==> config.mk <==
export PLATFORM = sky130hd
export DESIGN_NAME = t_vpi_var_stim_flat
export DESIGN_NICKNAME = d
export VERILOG_FILES = /design/src/rtl/t_vpi_var_pkg.sv /design/src/rtl/t_vpi_var_stim_if.sv /design/src/rtl/t_vpi_var_tmo.sv /design/src/rtl/t_vpi_var_stim.sv /design/src/flat_wrapper.sv
export SDC_FILE = /design/constraint.sdc
export NUM_CORES = 1
export LEC_CHECK = 0
export ABC_AREA = 1
export CAP_MARGIN = 40
export CORE_UTILIZATION = 30
export CTS_CLUSTER_DIAMETER = 40
export CTS_CLUSTER_SIZE = 28
export DETAILED_ROUTE_END_ITERATION = 8
export SLEW_MARGIN = 10
export SYNTH_ARGS = -nofsm -noshare
export SYNTH_HDL_FRONTEND = slang
export SYNTH_HIERARCHICAL = 1
export SYNTH_SLANG_ARGS = --single-unit
==> constraint.sdc <==
create_clock -name clk -period 3.4 [get_ports clk]
set_input_delay 0.68 -clock clk [delete_from_list [all_inputs] [get_ports clk]]
set_output_delay 0.68 -clock clk [all_outputs]
set_load 0.03 [all_outputs]
==> src/rtl/t_vpi_var_pkg.sv <==
// Shared types for the VPI variable-model stimulus sequencer: the packed
// structs the monitor inspects, the sequencer state enum and the per-step
// value pattern.
package t_vpi_var_pkg;

    typedef struct packed {
        logic       s_field;
        logic [2:0] p_field;
    } struct_test;

    typedef struct packed {
        struct_test field0;
        logic [2:0] p_field;
        struct_test field1;
    } outer_struct;

    typedef union packed {
        struct_test st;
        logic [3:0] raw;
    } union_test;

    typedef enum logic [2:0] {
        ST_IDLE     = 3'd0,
        ST_LOAD     = 3'd1,
        ST_PRESENT  = 3'd2,
        ST_WAIT_LOW = 3'd3,
        ST_DONE     = 3'd4
    } state_e;

    // Everything presented for one step, in port order.
    typedef struct packed {
        struct_test       s;
        outer_struct      s_emb;
        struct_test [1:0] s_p1;
        logic [2:0][1:0]  a_p21;
    } pattern_t;

    // Only the low three step bits shape the pattern, so the caller passes k[2:0].
    function automatic pattern_t pattern_step(input logic [2:0] k);
        pattern_t p;
        p.s.s_field      = k[0];
        p.s.p_field      = k;
        p.s_p1[1]        = p.s;
        p.s_p1[0]        = ~p.s;
        p.s_emb.field0   = p.s;
        p.s_emb.p_field  = k + 3'd1;
        p.s_emb.field1   = ~p.s;
        p.a_p21[2]       = k[1:0];
        p.a_p21[1]       = k[1:0] ^ 2'b11;
        p.a_p21[0]       = 2'b10;
        return p;
    endfunction

endpackage

==> src/rtl/t_vpi_var_stim_if.sv <==
// Handshake and data bundle between the stimulus sequencer (master) and the
// VPI-sampled consumer (slave). csum exists only with T_VPI_STIM_CHECKSUM_EN.
interface t_vpi_var_stim_if;
    import t_vpi_var_pkg::*;

    logic             start;
    logic             ack;
    logic             valid;
    logic [3:0]       step;
    struct_test       s;
    outer_struct      s_emb;
    struct_test [1:0] s_p1;
    logic [2:0][1:0]  a_p21;
    logic             done;
    logic             err;
`ifdef T_VPI_STIM_CHECKSUM_EN
    logic [10:0]      csum;

    modport master (input start, ack,
                    output valid, step, s, s_emb, s_p1, a_p21, done, err, csum);
    modport slave  (output start, ack,
                    input valid, step, s, s_emb, s_p1, a_p21, done, err, csum);
`else
    modport master (input start, ack,
                    output valid, step, s, s_emb, s_p1, a_p21, done, err);
    modport slave  (output start, ack,
                    input valid, step, s, s_emb, s_p1, a_p21, done, err);
`endif
endinterface

==> src/rtl/t_vpi_var_tmo.sv <==
// Saturating up-counter measuring how long valid has waited for ack.
// expired is high once the count reaches TIMEOUT-1.
module t_vpi_var_tmo #(
    parameter int TIMEOUT = 16
) (
    input  logic clk,
    input  logic reset,
    input  logic clr,
    input  logic en,
    output logic expired
);
    localparam int            W    = (TIMEOUT > 2) ? $clog2(TIMEOUT) : 1;
    localparam logic [W-1:0]  LAST = W'(TIMEOUT - 1);

    logic [W-1:0] cnt_q;
    logic [W-1:0] cnt_d;

    // Clear wins over count; counting stops at LAST.
    always_comb begin
        cnt_d = cnt_q;
        if (clr)
            cnt_d = '0;
        else if (en && (cnt_q != LAST))
            cnt_d = cnt_q + 1'b1;
    end

    // Counter register.
    always_ff @(posedge clk) begin
        if (reset)
            cnt_q <= '0;
        else
            cnt_q <= cnt_d;
    end

    assign expired = (cnt_q == LAST);

endmodule

==> src/rtl/t_vpi_var_stim.sv <==
// Handshaked stimulus sequencer for the VPI variable-model monitor.
// Optional checksum output enabled by T_VPI_STIM_CHECKSUM_EN.
//
//   state     | meaning
//   ----------+-----------------------------------------------
//   IDLE      | waiting for start
//   LOAD      | register pattern for step onto data outputs
//   PRESENT   | valid high, waiting for ack or timeout
//   WAIT_LOW  | ack seen, waiting for ack to drop
//   DONE      | run finished, outputs held, start restarts
//
// All outputs are registered from the current state, so valid/done trail the
// state by one edge; err is piped one extra stage so it rises with done.
module t_vpi_var_stim
    import t_vpi_var_pkg::*;
#(
    parameter int NUM_STEPS = 8,
    parameter int TIMEOUT   = 16
) (
    input  logic              clk,
    input  logic              reset,
    t_vpi_var_stim_if.master  bus
);
    localparam logic [3:0] LAST_STEP = 4'(NUM_STEPS - 1);

    state_e     state_q, state_d;
    logic [3:0] step_q;
    pattern_t   pat_q;
    logic       valid_q, done_q, tmo_q, err_q;
    logic       tmo_expired;
    logic       last_step;
    logic       run_start, load_en, advance, timeout_hit, tmo_en;

    assign last_step = (step_q == LAST_STEP);

    t_vpi_var_tmo #(.TIMEOUT(TIMEOUT)) u_tmo (
        .clk     (clk),
        .reset   (reset),
        .clr     (load_en),
        .en      (tmo_en),
        .expired (tmo_expired)
    );

    // State register.
    always_ff @(posedge clk) begin
        if (reset)
            state_q <= ST_IDLE;
        else
            state_q <= state_d;
    end

    // Next-state logic.
    always_comb begin
        state_d = state_q;
        case (state_q)
            ST_IDLE:     if (bus.start) state_d = ST_LOAD;
            ST_LOAD:     state_d = ST_PRESENT;
            ST_PRESENT: begin
                if (bus.ack)
                    state_d = ST_WAIT_LOW;
                else if (tmo_expired)
                    state_d = ST_DONE;
            end
            ST_WAIT_LOW: if (!bus.ack) state_d = last_step ? ST_DONE : ST_LOAD;
            ST_DONE:     if (bus.start) state_d = ST_LOAD;
            default:     state_d = ST_IDLE;
        endcase
    end

    // Per-state control strobes feeding the output registers.
    always_comb begin
        run_start   = ((state_q == ST_IDLE) || (state_q == ST_DONE)) && bus.start;
        load_en     = (state_q == ST_LOAD);
        tmo_en      = (state_q == ST_PRESENT);
        advance     = (state_q == ST_WAIT_LOW) && !bus.ack && !last_step;
        timeout_hit = (state_q == ST_PRESENT) && !bus.ack && tmo_expired;
    end

    // Output registers: data changes only while leaving LOAD.
    always_ff @(posedge clk) begin
        if (reset) begin
            step_q  <= '0;
            pat_q   <= '0;
            valid_q <= 1'b0;
            done_q  <= 1'b0;
            tmo_q   <= 1'b0;
            err_q   <= 1'b0;
        end else begin
            valid_q <= (state_q == ST_PRESENT);
            done_q  <= (state_q == ST_DONE);
            err_q   <= tmo_q;
            if (run_start)
                step_q <= '0;
            else if (advance)
                step_q <= step_q + 4'd1;
            if (run_start)
                tmo_q <= 1'b0;
            else if (timeout_hit)
                tmo_q <= 1'b1;
            if (load_en)
                pat_q <= pattern_step(step_q[2:0]);
        end
    end

`ifdef T_VPI_STIM_CHECKSUM_EN
    logic [10:0] csum_q;

    // Fold the presented s_emb into the checksum on every accepted handshake.
    always_ff @(posedge clk) begin
        if (reset || run_start)
            csum_q <= '0;
        else if ((state_q == ST_PRESENT) && bus.ack)
            csum_q <= csum_q ^ pat_q.s_emb;
    end

    assign bus.csum = csum_q;
`endif

    assign bus.valid = valid_q;
    assign bus.done  = done_q;
    assign bus.err   = err_q;
    assign bus.step  = step_q;
    assign bus.s     = pat_q.s;
    assign bus.s_emb = pat_q.s_emb;
    assign bus.s_p1  = pat_q.s_p1;
    assign bus.a_p21 = pat_q.a_p21;

endmodule

==> src/flat_wrapper.sv <==
// flat-port wrapper written by rule: the top's interface ports become plain ports
module t_vpi_var_stim_flat import t_vpi_var_pkg::*;
#(
    parameter int NUM_STEPS = 8,
    parameter int TIMEOUT   = 16
)
  (clk, reset, bus_start, bus_ack, bus_valid, bus_step, bus_s, bus_s_emb, bus_s_p1, bus_a_p21, bus_done, bus_err);
  t_vpi_var_stim_if bus_i ();
  input  logic clk;
  input  logic reset;
  input wire logic [$bits(bus_i.start)-1:0] bus_start;
  input wire logic [$bits(bus_i.ack)-1:0] bus_ack;
  output wire logic [$bits(bus_i.valid)-1:0] bus_valid;
  output wire logic [$bits(bus_i.step)-1:0] bus_step;
  output wire logic [$bits(bus_i.s)-1:0] bus_s;
  output wire logic [$bits(bus_i.s_emb)-1:0] bus_s_emb;
  output wire logic [$bits(bus_i.s_p1)-1:0] bus_s_p1;
  output wire logic [$bits(bus_i.a_p21)-1:0] bus_a_p21;
  output wire logic [$bits(bus_i.done)-1:0] bus_done;
  output wire logic [$bits(bus_i.err)-1:0] bus_err;
  assign bus_i.start = bus_start;
  assign bus_i.ack = bus_ack;
  assign bus_valid = bus_i.valid;
  assign bus_step = bus_i.step;
  assign bus_s = bus_i.s;
  assign bus_s_emb = bus_i.s_emb;
  assign bus_s_p1 = bus_i.s_p1;
  assign bus_a_p21 = bus_i.a_p21;
  assign bus_done = bus_i.done;
  assign bus_err = bus_i.err;
  t_vpi_var_stim #(.NUM_STEPS(NUM_STEPS), .TIMEOUT(TIMEOUT)) u_core (.clk(clk), .reset(reset), .bus(bus_i));
endmodule
* Word-level counts from Yosys, hierarchy flattened
Cells that the tools add are included.
Widths: inputs -> output; s select.
** Word-level totals
- Register bits after elaboration :: 31
- Logic and storage cells :: 50
** Cells by class
- Eq/ne operators :: 10
- Bitwise gates (word level) :: 2
- Mux-type cells :: 6
- Add/subtract/negate cells :: 3
- Reductions and logical operators :: 14
** Operators with widths (count)
- $mux 3 :: 5
- $pmux 3 s4 :: 1
- $add 4x1->4 const B :: 2
- $eq 3x2->1 const B :: 2
- $logic_and 1x1->1 :: 6
- $reduce_or 2->1 :: 3
- $eq 4x3->1 const B :: 1
- $eq 4x4->1 const B :: 1
- $ne 4x4->1 const B :: 1
- $not 4->4 :: 1
- $add 3x1->3 const B :: 1
- $eq 3x1->1 const B :: 1
- $eq 3x3->1 const B :: 1
- $logic_not 3->1 :: 1
- $ne 3x2->1 const B :: 1
- $reduce_and 3->1 :: 1
- $logic_not 1->1 :: 2
- $ne 2x1->1 const B :: 1
- $ne 2x2->1 const B :: 1
- $not 2->2 :: 1
- $logic_or 1x1->1 :: 1

* Logic depth before layout (Yosys ltp)
Gate-level depths: netlist of the first run.
- Depth in word-level cells :: 4
- Depth in mapped cells :: 8

* Modules after synthesis
The synthesis of the first run kept the hierarchy.
** By module, submodules not included
- t_vpi_var_stim :: area an instance 993.5 um^2, cells each 131, instances 1, seq. area each 400.4 um^2
- t_vpi_var_tmo :: area an instance 200.2 um^2, cells each 29, instances 1, seq. area each 80.1 um^2

* Worst setup path before layout of the first run
OpenSTA, ideal clock, no wires.
- Kind :: register to output
- From :: register, netlist name u_core/bus.s_p1[4]
- To :: output port bus_s[0]
- Data arrival time :: 0.817 ns
- Required time :: 2.720 ns
- Path slack :: 1.903 ns
- Stages on the path, launching flop included :: 2
- Buffers on the path :: 1
- Cells stage by stage :: dfxtp_1 buf_4
** RTL lines
- end: declaration :: RTL line flat_wrapper.sv:15 : output wire logic [$bits(bus_i.s)-1:0] bus_s;

==> metrics.md, run 1 <==
| Metric | Value |
|---|---|
| CP peak stage delay | `0.72 ns` |
| Critical Path AT | `1.44 ns` |
| Synthesized cell area | `1190 um^2` |
| Worst-path cell chain | `clkdlybuf4s50_1` |
| Post-synth top area cell | `dfxtp_1` |
| Overflow after GRT | `0` |
| ANT cells | `0` |
| Syn_area_per_cell | `7.46 um^2` |
| Critical path capture point type | `output port` |
| Share of layout cells above drive strength 1 | `8.29%` |
| Worst path buffer plus inverter count | `1` |
| Final Cycle Share | `62.3%` |
| Starting Density | `31.9%` |
| Synth cell count leaders | `nand2_1 (25), dfxtp_1 (24), nor2_1 (23)` |
| CTS tree | `done` |
| Post-synth EDFFs | `0` |
| Pwr Total | `0.00105 W` |
| Setup WS pre-CTS | `1.26 ns` |
| Area delta synth->final | `30.0%` |
| Synth top area cells | `dfxtp_1 (40%), buf_4 (13%), nand2_1 (7.9%), nor2_1 (7.2%), inv_1 (5.7%)` |
| Slew @ Worst Pin | `0.525 ns` |
| Vias | `1002` |
| CTS Buffer Depth | `2` |
| Cell family with most CP delay | `buffers and inverters` |
| # fillers | `405` |
| Post-synthesis sequential area ratio | `40.3%` |
| DP HPWL | `1.76 mm` |
| # resized after CTS | `0` |
| Rows | `22` |
| Slowest cell on the critical path | `clkdlybuf4s50_1` |
| Initial antenna violation count | `0` |
| DR vias/cell | `4.38` |
| Share of flip-flops with an asynchronous set or reset | `0%` |
| Skew final | `0.00252 ns` |
| Iter 0 DRT Violations | `37` |
| DIE HEIGHT | `65.1 um` |
| Worst-path maximum fanout | `8` |
| FF-to-FF path depth | `8` |
| FF-to-FF setup slack | `1.94 ns` |
| Cts bufs inserted | `3` |
| Outcome | `finished, final reports clean` |
| RD Place Congestion | `0.851` |
| Global-route wire length before repair | `3.63 mm` |
| Hold Crit Class | `flip-flop to flip-flop` |
| Number of global-route vias before repair | `802` |
| Top-count cell post-synth | `nand2_1` |
| Clock tree root driver cell | `clkbuf_8` |
| Setup TNS | `0 ns` |
| Largest net degree at the start of global routing | `15` |
| Syn nets | `166` |
| Critical path data required time | `2.72 ns` |
| Drt pass-1 iters | `4` |
| Pleak | `0.591 nW` |
| Core area | `3740 um^2` |
| GR Util All Layers | `11.2%` |
| Max cap viols | `0` |
| Routed length per instance | `9.94 um` |
| Worst setup SP type | `flip-flop` |
| Power Dens Cells | `679 nW/um^2` |
| Synthesized flop and latch total | `24` |
| Post-synth cell types | `25` |
| Slew margin rel. | `64.6%` |
| Crit path from | `u_core/bus.s_p1[4]` |
| Util after Layout | `41.4%` |
| Post-route minimum period | `2.12 ns` |
| Top achievable clock speed | `472 MHz` |
| Endpoints failing hold | `0` |
| Final ANT Viol Nets | `0` |
| Critical path endpoint | `bus_s_p1[7]` |
| Slew Limit Fails | `0` |
| Setup bufs post-CTS | `0` |
| Top cell type's share of synthesized area | `40.3%` |
| Reg2reg end | `u_core/state_q[0]` |
| Hold Buf Count CTS | `0` |
| Final worst setup slack | `1.28 ns` |
| Synth Flop Type | `dfxtp_1` |
| Number of top-level pins | `40` |
| Critical R2R Launch | `u_core/u_tmo/cnt_q[0]` |
| CTS Sinks | `24` |
| Port buffer count | `38` |
| Synthesized netlist cell count | `160` |
| Remaining DRCs | `0` |
| Post-Route WL | `2.28 mm` |
| Final setup violation count | `0` |
| Die ar. | `4230 um^2` |
| RSZ-0062 raised after global routing | `no` |
| Synth warn | `6` |
| Maximum VDD drop | `349 uV` |
| Kind of critical path | `flip-flop to output port` |
| Die Wd | `65.1 um` |
| Clock transition at path regs | `0.08 ns` |
| H-tree Lvls | `1` |
| Nets | `188` |
| Crit path depth | `1` |
| Skew-Pair Late Insertion Delay | `0.26 ns` |
## sequential cells by signal (all words and copies together), names as in the netlist
signal,flops
u_core/bus.s_p1,5
u_core/bus.step,4
u_core/u_tmo/cnt_q,4
u_core/bus.s_emb,3
u_core/state_q,3
u_core/bus.a_p21,1
u_core/bus.done,1
u_core/bus.err,1
u_core/bus.valid,1
u_core/tmo_q,1
## layout make-up
| class | count | area (um^2) | share of cell area [%] |
|---|---|---|---|
| flip-flops and latches | 24 | 480 | 31.0 |
| inverters | 20 | 76.3 | 4.92 |
| multi-input cells | 95 | 483 | 31.1 |
| well taps | 48 | 60.1 | 3.87 |
| clock buffers | 3 | 41.3 | 2.66 |
| clock inverters | 1 | 30.0 | 1.94 |
| repair buffers | 38 | 380 | 24.5 |
## logic make-up after synthesis
kind of cell / Yosys count / share of synthesized area, %
flip-flops: 24 / 40.3
buffers and inverters: 41 / 19.3
other: 1 / 0.314
AND/OR/NAND/NOR: 68 / 27.0
XOR/XNOR: 2 / 1.47
adder cells (fa/ha/maj): 2 / 2.10
AO/OA/AOI/OAI: 22 / 9.54
## where the power goes
part           switching, W  total, W  internal [W]
Sequential        0.0000474  0.000371      0.000324
Combinational      0.000273  0.000436      0.000162
Clock             0.0000887  0.000246      0.000157
## worst min path at each step
stage                  from              to  slack [ns]  depth (start not counted)
2_1_floorplan  u_core/tmo_q  u_core/bus.err        0.41                          2
3_3_place_gp   u_core/tmo_q  u_core/bus.err        0.44                          2
6_report       u_core/tmo_q  u_core/bus.err        0.46                          2
3_5_place_dp   u_core/tmo_q  u_core/bus.err        0.44                          2
4_1_cts        u_core/tmo_q  u_core/bus.err        0.46                          2
5_1_grt        u_core/tmo_q  u_core/bus.err        0.47                          2
## per-stage QoR
stage	area, um^2	hold slack, ns	instances
after CTS	1550	0.458	229
final	1550	0.457	229
after detailed placement	1480	0.444	225
after global routing	1550	0.466	229
after global placement	1480	0.444	225
after floorplan	1190	0.410	160
## cell usage in the layout (no fill, tap or decap)
| cell type | synthesis | layout |
|---|---|---|
| a21oi_1 | 12 | 12 |
| bufinv_16 | 0 | 1 |
| clkbuf_8 | 0 | 3 |
| clkdlybuf4s50_1 | 0 | 38 |
| clkinv_2 | 1 | 1 |
| conb_1 | 1 | 1 |
| dfxtp_1 | 24 | 24 |
| ha_1 | 2 | 2 |
| inv_1 | 18 | 18 |
| inv_2 | 1 | 1 |
| nand2_1 | 25 | 25 |
| nand2_2 | 3 | 3 |
| nand3_1 | 7 | 7 |
| nand3_2 | 2 | 2 |
| nand3b_4 | 1 | 1 |
| nand4_1 | 2 | 2 |
| nor2_1 | 23 | 23 |
| nor2_2 | 1 | 1 |
| nor2_4 | 1 | 1 |
| nor3_1 | 1 | 1 |
| nor3b_1 | 1 | 1 |
| o21a_1 | 1 | 1 |
| o21ai_0 | 8 | 8 |
| o22ai_1 | 1 | 1 |
| or2_2 | 1 | 1 |
| xor2_1 | 2 | 2 |
## layer usage
layer	vias to the layer above	global-route usage, %	wire length [um]
met5	-	0	0
met4	0	4.08	15
met3	2	3.17	160
met2	37	17.2	971
met1	439	14.7	1130
li1	524	-	-
Power figures use the tool's default switching activity.
==> inputs of run 2 (changes only) <==
clock period = 1.8 ns   (was 3.4 ns; I/O delays follow)
==> run 2 against run 1 <==
  * Sequential share of layout area shrank 0.64 points
  * Flip-flop and latch count is the same
  * Hold slack is essentially flat
  * Total power grew 79%
  * Critical path depth is the same
  * Clock skew grew 0.0018 ns
  * Worst setup slack lost 1.2 ns
  * Clock-buffer cell count grew 1
  * Highest routed layer unchanged
==> metrics.md, run 2 (synthesized netlist as in run 1, its figures left out) <==
| Metric | Value |
|---|---|
| Outcome | `finished, final reports clean` |
| Largest register FFs | `5` |
| Area delta synth->final | `32.7%` |
| # resized after CTS | `1` |
| Rows | `22` |
| Pleak | `0.798 nW` |
| Skew final | `0.00437 ns` |
| FF-to-FF setup slack | `0.36 ns` |
| Routed met3 length | `178 um` |
| Most common cell after layout, fill and taps aside | `clkdlybuf4s50_1` |
| Slowest cell on the critical path | `clkdlybuf4s50_1` |
| Global-route wire length before repair | `3.86 mm` |
| Vias | `1005` |
| CP peak stage delay | `0.70 ns` |
| Die Wd | `65.1 um` |
| Remaining DRCs | `0` |
| RSZ-0062 raised after global routing | `no` |
| Post-Route M1 WL | `1.10 mm` |
| Nets | `191` |
| Met2 Routed Length | `1.08 mm` |
| Starting Density | `31.9%` |
| Worst-case hold slack | `0.457 ns` |
| Iter 0 DRT Violations | `16` |
| Worst path buffer plus inverter count | `1` |
| Number of top-level pins | `40` |
| Kind of critical path | `flip-flop to output port` |
| Worst-path cell chain | `clkdlybuf4s50_1` |
| Fin area | `1580 um^2` |
| FF-to-FF path depth | `8` |
| Number of global-route vias before repair | `861` |
| Commonest cells after routing, fill and taps aside | `clkdlybuf4s50_1 (26), nand2_1 (25), dfxtp_1 (24)` |
| Highest Signal Layer | `met4` |
| CTS tree | `done` |
| Setup WS pre-CTS | `0.147 ns` |
| Endpoints failing hold | `0` |
| Clock tree root driver cell | `clkbuf_8` |
| Routed length per instance | `10.2 um` |
| GR Util All Layers | `11.8%` |
| Worst-path maximum fanout | `7` |
| Placed cell areas | `1500 um^2` |
| Power Dens Cells | `1190 nW/um^2` |
| Slew @ Worst Pin | `0.576 ns` |
| Critical path capture point type | `output port` |
| Cts bufs inserted | `3` |
| CTS Buffer Depth | `2` |
| WHS Path Cells | `2` |
| Post-route minimum period | `1.74 ns` |
| Clock transition at path regs | `0.08 ns` |
| Largest net degree at the start of global routing | `14` |
| Util after Layout | `42.3%` |
| Hold Buf Count CTS | `0` |
| Slew Limit Fails | `0` |
| Critical path data required time | `1.44 ns` |
| ANT cells | `0` |
| Port buffer count | `38` |
| Max cap viols | `0` |
| Final setup violation count | `0` |
| RD Place Congestion | `0.894` |
| Initial antenna violation count | `0` |
| Die ar. | `4230 um^2` |
| Top achievable clock speed | `575 MHz` |
| Cell family with most CP delay | `buffers and inverters` |
| Crit path depth | `1` |
| Final Cycle Share | `96.5%` |
| Core area | `3740 um^2` |
| Post-Route WL | `2.36 mm` |
| Overflow after GRT | `0` |
| Slew margin rel. | `61.2%` |
| CTS Sinks | `24` |
| Final ANT Viol Nets | `0` |
| # fillers | `406` |
| Worst setup SP type | `flip-flop` |
| Setup TNS | `0 ns` |
| Final worst setup slack | `0.0623 ns` |
| DIE HEIGHT | `65.1 um` |
| Drt pass-1 iters | `5` |
| Hold Crit Class | `flip-flop to flip-flop` |
| Skew-Pair Late Insertion Delay | `0.26 ns` |
| Setup bufs post-CTS | `0` |
| Share of layout cells above drive strength 1 | `9.78%` |
| DP HPWL | `1.81 mm` |
| Maximum VDD drop | `826 uV` |
| Critical Path AT | `1.38 ns` |
| DR vias/cell | `4.33` |
| H-tree Lvls | `1` |
-- run 2: cell types whose count changed in the layout (fill, tap and decap cells not counted) --
cell | previous run | this run
buf_4 | 0 | 3
bufinv_16 | 1 | 0
clkbuf_8 | 3 | 4
clkdlybuf4s50_1 | 38 | 26
dlygate4sd2_1 | 0 | 1
dlymetal6s2s_1 | 0 | 11
-- run 2: metal layers --
layer / vias to the layer above / GRT usage, %
met5: - / 0
met4: 0 / 1.63
met3: 2 / 4.05
met2: 31 / 19.5
met1: 443 / 15.2
li1: 529 / -
-- run 2: power breakdown --
| part | switching, W | total [W] | internal (W) |
|---|---|---|---|
| clock network | 0.000161 | 0.000356 | 0.000195 |
| registers | 0.0000921 | 0.000704 | 0.000612 |
| logic | 0.000521 | 0.000826 | 0.000304 |
| total | 0.000775 | 0.00189 | 0.00111 |
-- run 2: worst paths after layout --
check                                      startpoint                end
worst max-delay path              u_core/bus.s_emb[4]       bus_s_emb[0]
worst min-delay path                     u_core/tmo_q     u_core/bus.err
worst max register to register  u_core/u_tmo/cnt_q[0]  u_core/state_q[2]
worst min register to register           u_core/tmo_q     u_core/bus.err
-- run 2: layout make-up --
type	instances	area [um^2]	area share, %
Multi-Input combinational cell	95	483	30.5
Sequential cell	24	480	30.3
Timing Repair Buffer	41	429	27.1
Inverter	20	76.3	4.82
Tap cell	48	60.1	3.79
Clock buffer	4	55.1	3.48
-- run 2: metrics by stage --
| stage | instances | power, W |
|---|---|---|
| 6_report | 232 | 0.00189 |
| 5_1_grt | 232 | 0.00201 |
| 4_1_cts | 232 | 0.00192 |
| 3_5_place_dp | 228 | 0.00155 |
| 3_3_place_gp | 228 | 0.00155 |
| 2_1_floorplan | 160 | 0.00133 |
